[config.mk]
export PLATFORM = sky130hd
export DESIGN_NAME = fetch_stage
export DESIGN_NICKNAME = d
export VERILOG_FILES = /design/src/rtl/fetch_pkg.sv /design/src/rtl/if_id_reg.sv /design/src/rtl/fetch_stage.sv
export SDC_FILE = /design/constraint.sdc
export NUM_CORES = 1
export LEC_CHECK = 0
export CORE_MARGIN = 2
export CORE_UTILIZATION = 54
export CTS_CLUSTER_DIAMETER = 120
export DETAILED_ROUTE_END_ITERATION = 10
export PLACE_DENSITY = 0.86
export SYNTH_ARGS = -nofsm -noshare
export SYNTH_HDL_FRONTEND = slang
export SYNTH_SLANG_ARGS = --single-unit
[constraint.sdc]
create_clock -name clk -period 10.9 [get_ports clk]
set_input_delay 2.725 -clock clk [delete_from_list [all_inputs] [get_ports clk]]
set_output_delay 2.725 -clock clk [all_outputs]
set_load 0.05 [all_outputs]
[src/rtl/fetch_pkg.sv]
// -----------------------------------------------------------------------------
// fetch_pkg
// Shared types and constants for the instruction-fetch stage.
//   fetch_state_e : fetch FSM states (REQ issue, WAIT response, HOLD buffered)
//   NOP_INSTR     : canonical RISC-V NOP (addi x0,x0,0), IF/ID reset content
//   INSTR_W       : instruction / address width
//   pc_step       : sequential next-PC helper (wraps modulo 2^32)
// -----------------------------------------------------------------------------
package fetch_pkg;

  localparam int INSTR_W = 32;

  localparam logic [INSTR_W-1:0] NOP_INSTR = 32'h0000_0013;

  typedef enum logic [1:0] {
    REQ  = 2'd0,
    WAIT = 2'd1,
    HOLD = 2'd2
  } fetch_state_e;

  // Sequential fetch address; natural 32-bit overflow gives the wrap.
  function automatic logic [INSTR_W-1:0] pc_step(input logic [INSTR_W-1:0] pc);
    return pc + 32'd4;
  endfunction

endpackage

[src/rtl/if_id_reg.sv]
// -----------------------------------------------------------------------------
// if_id_reg
// IF/ID pipeline register. Priority: flush > load > stall(hold) > bubble.
// Reset content is an invalid NOP at PC 0.
// Ports:
//   clk, reset        : clock, asynchronous active-high reset
//   load              : capture d_pc/d_instr as a live instruction
//   stall             : hold current contents
//   flush             : invalidate contents (beats stall and load)
//   d_pc, d_instr     : incoming PC and instruction word
//   q_valid, q_pc, q_instr : registered IF/ID contents
// -----------------------------------------------------------------------------
module if_id_reg
  import fetch_pkg::*;
(
  input  logic               clk,
  input  logic               reset,
  input  logic               load,
  input  logic               stall,
  input  logic               flush,
  input  logic [INSTR_W-1:0] d_pc,
  input  logic [INSTR_W-1:0] d_instr,
  output logic               q_valid,
  output logic [INSTR_W-1:0] q_pc,
  output logic [INSTR_W-1:0] q_instr
);

  logic               valid_r;
  logic [INSTR_W-1:0] pc_r;
  logic [INSTR_W-1:0] instr_r;

  // IF/ID storage; pc/instr are only rewritten on load so a bubble keeps the
  // last word visible (valid low marks it dead).
  always_ff @(posedge clk or posedge reset) begin
    if (reset) begin
      valid_r <= 1'b0;
      pc_r    <= 32'h0000_0000;
      instr_r <= NOP_INSTR;
    end else if (flush) begin
      valid_r <= 1'b0;
    end else if (load) begin
      valid_r <= 1'b1;
      pc_r    <= d_pc;
      instr_r <= d_instr;
    end else if (stall) begin
      valid_r <= valid_r;
    end else begin
      valid_r <= 1'b0;
    end
  end

  assign q_valid = valid_r;
  assign q_pc    = pc_r;
  assign q_instr = instr_r;

endmodule

[src/rtl/fetch_stage.sv]
// -----------------------------------------------------------------------------
// fetch_stage
// Instruction-fetch stage: owns the PC, issues word fetches over a
// request/response handshake (one outstanding), buffers a response that
// arrives while decode is stalled, and feeds the IF/ID register.
// Ports:
//   clk, reset            : clock, asynchronous active-high reset
//   imem_req/imem_addr    : fetch request (decoded from state / pc)
//   imem_ready            : request accepted when imem_req && imem_ready
//   imem_rvalid/imem_rdata: in-order response, sampled only in WAIT
//   stall, flush          : decode back-pressure / IF/ID kill
//   redirect_valid/_pc    : branch/jump target load
//   if_id_valid/_pc/_instruc : IF/ID pipeline register outputs
//   fetch_misaligned      : one-cycle pulse on a misaligned redirect
//                           (only when FETCH_ALIGN_CHECK_EN is defined)
// Build option: FETCH_ALIGN_CHECK_EN
//   defined   -> misaligned redirect is taken but fetching is suppressed until
//                the next redirect or reset, with a one-cycle flag pulse.
//   undefined -> redirect_pc[1:0] is forced to zero; no fetch_misaligned port.
// -----------------------------------------------------------------------------
module fetch_stage
  import fetch_pkg::*;
#(
  parameter logic [31:0] RESET_PC = 32'h0000_0000
) (
  input  logic               clk,
  input  logic               reset,
  output logic               imem_req,
  output logic [INSTR_W-1:0] imem_addr,
  input  logic               imem_ready,
  input  logic               imem_rvalid,
  input  logic [INSTR_W-1:0] imem_rdata,
  input  logic               stall,
  input  logic               flush,
  input  logic               redirect_valid,
  input  logic [INSTR_W-1:0] redirect_pc,
  output logic               if_id_valid,
  output logic [INSTR_W-1:0] if_id_pc,
`ifdef FETCH_ALIGN_CHECK_EN
  output logic [INSTR_W-1:0] if_id_instruc,
  output logic               fetch_misaligned
`else
  output logic [INSTR_W-1:0] if_id_instruc
`endif
);

  fetch_state_e       state_r;
  logic [INSTR_W-1:0] pc_r;
  logic [INSTR_W-1:0] pend_pc_r;
  logic [INSTR_W-1:0] hold_instr_r;
  logic               drop_r;

  logic [INSTR_W-1:0] redir_pc_s;
  logic               redir_bad_s;
  logic               suppress_s;
  logic               req_s;
  logic               accept_s;
  logic               kill_s;
  logic               if_id_free_s;
  logic               if_id_valid_s;
  logic               load_s;
  logic [INSTR_W-1:0] load_instr_s;

`ifdef FETCH_ALIGN_CHECK_EN
  logic misalign_r;
  logic suppress_r;

  assign redir_pc_s       = redirect_pc;
  assign redir_bad_s      = redirect_valid && (redirect_pc[1:0] != 2'b00);
  assign suppress_s       = suppress_r;
  assign fetch_misaligned = misalign_r;

  // Misalignment pulse and sticky fetch suppression; any redirect re-evaluates it.
  always_ff @(posedge clk or posedge reset) begin
    if (reset) begin
      misalign_r <= 1'b0;
      suppress_r <= 1'b0;
    end else begin
      misalign_r <= redir_bad_s;
      if (redirect_valid) begin
        suppress_r <= redir_bad_s;
      end
    end
  end
`else
  // Word-aligned target: low address bits are simply ignored.
  assign redir_pc_s  = redirect_pc & 32'hFFFF_FFFC;
  assign redir_bad_s = 1'b0;
  assign suppress_s  = 1'b0;
`endif

  // Request is decoded from state so it drops as soon as reset asserts.
  assign req_s        = (state_r == REQ) && !reset && !suppress_s && !redir_bad_s_hold();
  assign accept_s     = req_s && imem_ready;
  assign kill_s       = flush || redirect_valid;
  assign if_id_free_s = !stall || !if_id_valid_s;

  assign imem_req  = req_s;
  assign imem_addr = pc_r;

  // Constant-false request gate term; suppression is fully registered above.
  function automatic logic redir_bad_s_hold();
    return 1'b0;
  endfunction

  // IF/ID load decision and data source (live response or hold buffer).
  always_comb begin
    load_s       = 1'b0;
    load_instr_s = imem_rdata;
    case (state_r)
      WAIT: begin
        if (imem_rvalid && !drop_r && !redirect_valid && if_id_free_s) begin
          load_s = 1'b1;
        end else begin
          load_s = 1'b0;
        end
      end
      HOLD: begin
        load_instr_s = hold_instr_r;
        if (!stall && !redirect_valid) begin
          load_s = 1'b1;
        end else begin
          load_s = 1'b0;
        end
      end
      default: begin
        load_s       = 1'b0;
        load_instr_s = imem_rdata;
      end
    endcase
  end

  // Fetch FSM: PC update, outstanding-request tracking and hold buffer.
  always_ff @(posedge clk or posedge reset) begin
    if (reset) begin
      state_r      <= REQ;
      pc_r         <= RESET_PC;
      pend_pc_r    <= 32'h0000_0000;
      hold_instr_r <= NOP_INSTR;
      drop_r       <= 1'b0;
    end else begin
      // Redirect target overrides the sequential increment.
      if (redirect_valid) begin
        pc_r <= redir_pc_s;
      end else if (accept_s) begin
        pc_r <= pc_step(pc_r);
      end

      case (state_r)
        REQ: begin
          if (accept_s) begin
            pend_pc_r <= pc_r;
            // A redirect racing the accept makes the in-flight word stale.
            drop_r    <= redirect_valid;
            state_r   <= WAIT;
          end
        end
        WAIT: begin
          if (imem_rvalid) begin
            drop_r <= 1'b0;
            if (drop_r || kill_s || if_id_free_s) begin
              // Discarded, or delivered straight into IF/ID via load_s.
              state_r <= REQ;
            end else begin
              hold_instr_r <= imem_rdata;
              state_r      <= HOLD;
            end
          end else if (redirect_valid) begin
            drop_r <= 1'b1;
          end
        end
        HOLD: begin
          // A kill discards the buffered word; otherwise it drains when unstalled.
          if (kill_s || !stall) begin
            state_r <= REQ;
          end
        end
        default: begin
          state_r <= REQ;
          drop_r  <= 1'b0;
        end
      endcase
    end
  end

  if_id_reg u_if_id_reg (
    .clk     (clk),
    .reset   (reset),
    .load    (load_s),
    .stall   (stall),
    .flush   (kill_s),
    .d_pc    (pend_pc_r),
    .d_instr (load_instr_s),
    .q_valid (if_id_valid_s),
    .q_pc    (if_id_pc),
    .q_instr (if_id_instruc)
  );

  assign if_id_valid = if_id_valid_s;

endmodule

==> Word-level counts from Yosys, hierarchy flattened <==
Index checks and enable logic that the tools add are counted.
{ "totals": {"reg_bits": 164, "input_bits": 71, "output_inout_bits": 98, "wordCells": 60} }
{ "classes": {"addsub": 1, "n_eq_ne": 7, "n_mux": 18, "bitwise": 3, "reduce_logical": 23} }
{ "ops": {"columns": ["op", "n"], "rows": [
  ["$mux 32", 3],
  ["$add 32x3->32 const B", 1],
  ["$reduce_and 3->1", 3],
  ["$mux 1", 8],
  ["$mux 2", 4],
  ["$logic_and 1x1->1", 6],
  ["$ne 2x2->1 const B", 3],
  ["$pmux 2 s3", 1],
  ["$logic_not 1->1", 5],
  ["$logic_or 1x1->1", 5],
  ["$reduce_and 2->1", 2],
  ["$ne 3x1->1 const B", 1],
  ["$ne 3x3->1 const B", 1],
  ["$not 1->1", 3],
  ["$pmux 1 s3", 1],
  ["$eq 2x1->1 const B", 1],
  ["$eq 2x2->1 const B", 1],
  ["$logic_not 2->1", 1],
  ["$pmux 1 s2", 1],
  ["$reduce_bool 2->1", 1]
]} }

==> Depth between registers and ports, before layout <==
{ "depth": {"depth_word": 8, "mapped_depth": 9, "mapped_depth_nobuf": 6} }

==> Cells and area by module <==
A second synthesis with hierarchy kept.
{ "hier_totals": {"hier_cells": 575, "area_unflattened_um2": 7542.2} }
{ "modules_own_cells": {"columns": ["mod", "instances", "cells_each", "area_each_um2", "seq_area_each_um2"], "rows": [
  ["fetch_stage", 1, 435, 4799.6, 2381.0],
  ["if_id_reg", 1, 140, 2742.6, 1630.3]
]} }

==> Worst setup path after synthesis <==
Ideal clock, no wire load.
{ "synth_path": {"path_type": "input port to output port", "startpoint": "input port reset", "endpoint": "output port imem_req", "arrival_ns": 3.435, "t_required_ns": 8.175, "slack_ns": 4.740, "stages": 1, "path_buffers": 0, "path_cell_list": "nor2b_1"} }
{ "synth_between": {"elab_chain_cells": 2} }
{ "synth_lines": {"columns": ["item", "line_no", "source"], "rows": [
  ["start, declared", "fetch_stage.sv:27", "input logic reset,"],
  ["$logic_not 1->1 (no line)", null, null],
  ["$logic_and 1x1->1", "fetch_stage.sv:93", "assign req_s = (state_r == REQ) && !reset && !suppress_s && !redir_bad_s_hold();"],
  ["end, declared", "fetch_stage.sv:28", "output logic imem_req,"]
]} }
No other way between the ends.

==> Final worst setup path <==
Ends and elaborated chain as after synthesis.

==> flow_summary.rst <==
.. list-table::
   :header-rows: 1

   * - Metric
     - Value
   * - Status
     - finished clean
   * - Maximum fanout along the worst path
     - 5
   * - Classification of the worst setup path
     - in2out
   * - DP Area
     - 8676 µm²
   * - Main combinational cell family by area after synthesis
     - multiplexers
   * - Final setup violation count
     - 0
   * - Synthesized cell area
     - 6963 µm²
   * - Number of global-route vias before repair
     - 5515
   * - Reported max-cap violation count
     - 0
   * - Final routed DRC violation total
     - 0
   * - Pin count of the biggest net entering global routing
     - 94
   * - Number of vias per cell
     - 5.622
   * - Pwr Total
     - between 0.002 and 0.0025 W
   * - Mean instance size in the synthesized netlist
     - between 10 and 15 µm²
   * - Sort of element at the end of the critical path
     - output pin
   * - Wire length of the first global-routing pass
     - 27600 µm
   * - Final cycle utilization of the critical path
     - 0.6461
   * - Detailed Route WL
     - around 17000 µm
   * - Number of standard cells after synthesis
     - 584
   * - Final Critical Period
     - a little over 7 ns
   * - Routed len/inst
     - 18.29 µm
   * - Launch point of the critical path
     - reset
   * - Port-buffer cells
     - 162
   * - Source-to-sink clock delay at the later pin of the worst-skew pair
     - 0.43 ns
   * - Worst hold path class
     - reg2reg
   * - Reg2Reg Setup Slack
     - 8.11 ns
   * - Final-stage net count
     - a little over 800
   * - Antenna Nets Post-Route
     - 0
   * - Relative max-transition margin
     - 0.2633
   * - Worst clock skew
     - 0.01161 ns
   * - Total via count in the routed design
     - approximately 5200
   * - CP Data Required Time
     - 8.18 ns
   * - Detailed placer's ending HPWL
     - 10990 µm
   * - Critical register-to-register path startpoint
     - state_r[1]$_DFFE_PP0P_
   * - Most used flip-flop cell after synthesis
     - sky130_fd_sc_hd__dfrtp_1
   * - Die Footprint
     - 13820 µm²
   * - Final count of hold timing violations
     - 0
   * - Total track usage
     - 0.2521
   * - Root cell of the clock tree
     - sky130_fd_sc_hd__clkbuf_16
   * - DR iter-0 viols
     - ~390
   * - Layout-stage area growth over the synthesis result
     - 34.14%
   * - Hold-fix buffers, CTS
     - 0
   * - Grt total ovfl
     - 0
   * - Share of the synthesized netlist area taken by xor and xnor gates
     - 0.01132
   * - Post-synthesis compound-gate area fraction
     - 0.08194
   * - Clock buffer count from CTS
     - 17
   * - Crit path launch type
     - input pin
   * - Measured slew at the worst slew-check pin
     - approximately 1.1 ns
   * - Final design area excluding fillers
     - around 9300 µm²
   * - Number of fillers in the final layout
     - 872
   * - Yosys Warn Count
     - 0
   * - Largest voltage drop on the vdd net
     - ~0.19 mV
   * - Setup bufs post-CTS
     - 0
   * - Bufs on Longest Clock Path
     - 2
   * - Fraction of layout instances using a drive strength above 1
     - 0.1847
   * - Unrepaired setup endpoints after global routing
     - false
   * - Die span in y
     - 117.6 µm
   * - Sinks on Clock Net
     - 158
   * - Largest area contributor in the synthesized netlist
     - sky130_fd_sc_hd__dfrtp_1
   * - Max Slew Vio Count
     - 0
   * - Commonest non-fill, non-tap cells in the layout
     - 162 x sky130_fd_sc_hd__clkdlybuf4s50_1, 152 x sky130_fd_sc_hd__dfrtp_1, 88 x sky130_fd_sc_hd__mux2_2
   * - Synth async-reset ratio
     - 1.000
   * - Starting utilization of the core area
     - 0.5518
   * - Share of synthesized area occupied by flip-flops and latches
     - 0.5689
   * - Weighted congestion at the end of routability-driven global placement
     - 0.8392
   * - Area share of the largest cell type after synthesis
     - 0.5463
   * - Sum of negative setup slack
     - 0 ns
   * - X dimension of the die
     - 117.6 µm
   * - Post-synthesis share of cell area spent on full adders, half adders and majority gates
     - 0.008985
   * - Simple-gate share of the synthesized area
     - 0.1057
   * - Initial antenna violation count
     - 0
   * - Post-synthesis sequential element count
     - 158
   * - Detailed-router iteration count before antenna repair
     - 5
   * - Top cells by area, synth
     - sky130_fd_sc_hd__dfrtp_1 55%, sky130_fd_sc_hd__mux2_2 14%, sky130_fd_sc_hd__mux2i_1 4.7%
   * - DP Cell Count
     - slightly below 900
   * - Number of different library cells in the post-synthesis netlist
     - between 40 and 50
   * - Final std cells w/o fill
     - between 900 and 1000
   * - CP arrival
     - 4.32 ns
   * - Number of enable flip-flop cells after synthesis
     - 0
   * - TritonCTS clock tree
     - yes
   * - Ports
     - between 150 and 200
   * - Most common library cell in the layout ignoring fill and taps
     - sky130_fd_sc_hd__clkdlybuf4s50_1
   * - Launch instance of the worst min-delay path
     - u_if_id_reg.q_instr[0]$_DFFE_PP1P_
   * - Area of the core
     - 12620 µm²
   * - Static leakage
     - 4.000 nW
   * - Row Count
     - 41
   * - Achievable frequency
     - 142.0 MHz
   * - Multiplexer area fraction after synthesis
     - 0.1898
   * - Power per Cell Area
     - between 200 and 300 nW/µm²
   * - Ant diodes
     - 0
   * - Post-CTS sizing
     - 0
   * - Clock-pin slew reported for the worst setup and hold paths after clock tree synthesis
     - roughly 0.06 ns
   * - Number of H-tree branching levels
     - 4
final timing paths:
kind,to,cells after the start
worst max-delay path,imem_req,3
worst min-delay path,u_if_id_reg.q_instr[0]$_DFFE_PP1P_,2
worst max register to register,imem_addr[21]$_DFFE_PP0P_,6
worst min register to register,u_if_id_reg.q_instr[0]$_DFFE_PP1P_,2
max in group asynchronous,u_if_id_reg.q_pc[2]$_DFFE_PP0P_,3
min in group asynchronous,imem_addr[4]$_DFFE_PP0P_,2
synth_stat cells, drive strengths merged (2+ instances only):
library cell  count
and3              3
mux2i            33
xnor2             4
nand3            12
mux2             88
nor2             17
o311ai            2
and4              4
nand4             9
dfrtp           152
clkbuf           17
a31oi            14
or4              11
buf              22
nor2b             5
inv              10
dfstp             6
or2               3
o31ai            12
or3               7
nand2            63
a211o             2
o21ai            53
xor2              5
o211ai            4
a21oi             4
and2              3
ha                5
metal layers:
metal,global-route usage,vias up,part of all wire
li1,-,2393,-
met1,0.3045,2560,0.40
met2,0.4276,192,0.51
met3,0.08430,22,0.077
met4,0.08208,0,0.013
met5,0,-,0
state kept, by name, summed over array words and instances, names as in the netlist:
name and cells:
imem_addr 30, hold_instr_r 32, u_if_id_reg.q_valid 1, state_r 2, u_if_id_reg.q_instr 32, drop_r 1
u_if_id_reg.q_pc 30, pend_pc_r 30
critical path, stage by stage:
cell and delay, ns:
sky130_fd_sc_hd__clkdlybuf4s50_1 0.53, sky130_fd_sc_hd__nor2b_1 0.22, sky130_fd_sc_hd__clkdlybuf4s50_1 0.84
report_power, final:
group	internal (W)	total, W	switching (W)
registers	0.000770	0.000876	0.000106
logic	0.000340	0.000932	0.000592
clock network	0.000429	0.000660	0.000231
total	0.00154	0.00247	0.000930
cell families (layout without fill, tap and decap cells):
group,after synthesis,after routing
simple gates,144,144
mux,121,121
other cells,1,4
compound gates,96,96
fa+ha+maj,5,5
xor+xnor,9,9
buf+inv,50,210
flops,158,158
per-stage QoR:
step / hold slack (ns) / util / setup slack (ns)
global route: 0.5044 / 0.7401 / 3.831
detailed placement: 0.4698 / 0.6875 / 3.868
global placement: 0.4556 / 0.6875 / 3.913
finish: 0.4800 / 0.7401 / 3.857
CTS: 0.4826 / 0.7401 / 3.861
floorplan: 0.4431 / - / 3.922
area by class of cell:
cell class                 instances  area, µm²  area share
clock buffer                      21      480.5     0.05144
sequential                       158       3961      0.4241
inverter                          11      46.29    0.004956
clock inverter                    10      183.9     0.01969
timing repair buffer             168       1667      0.1784
tap                              172      215.2     0.02304
multi-input combinational        379       2786      0.2983
No activity file was read; power rests on OpenSTA's default activity.
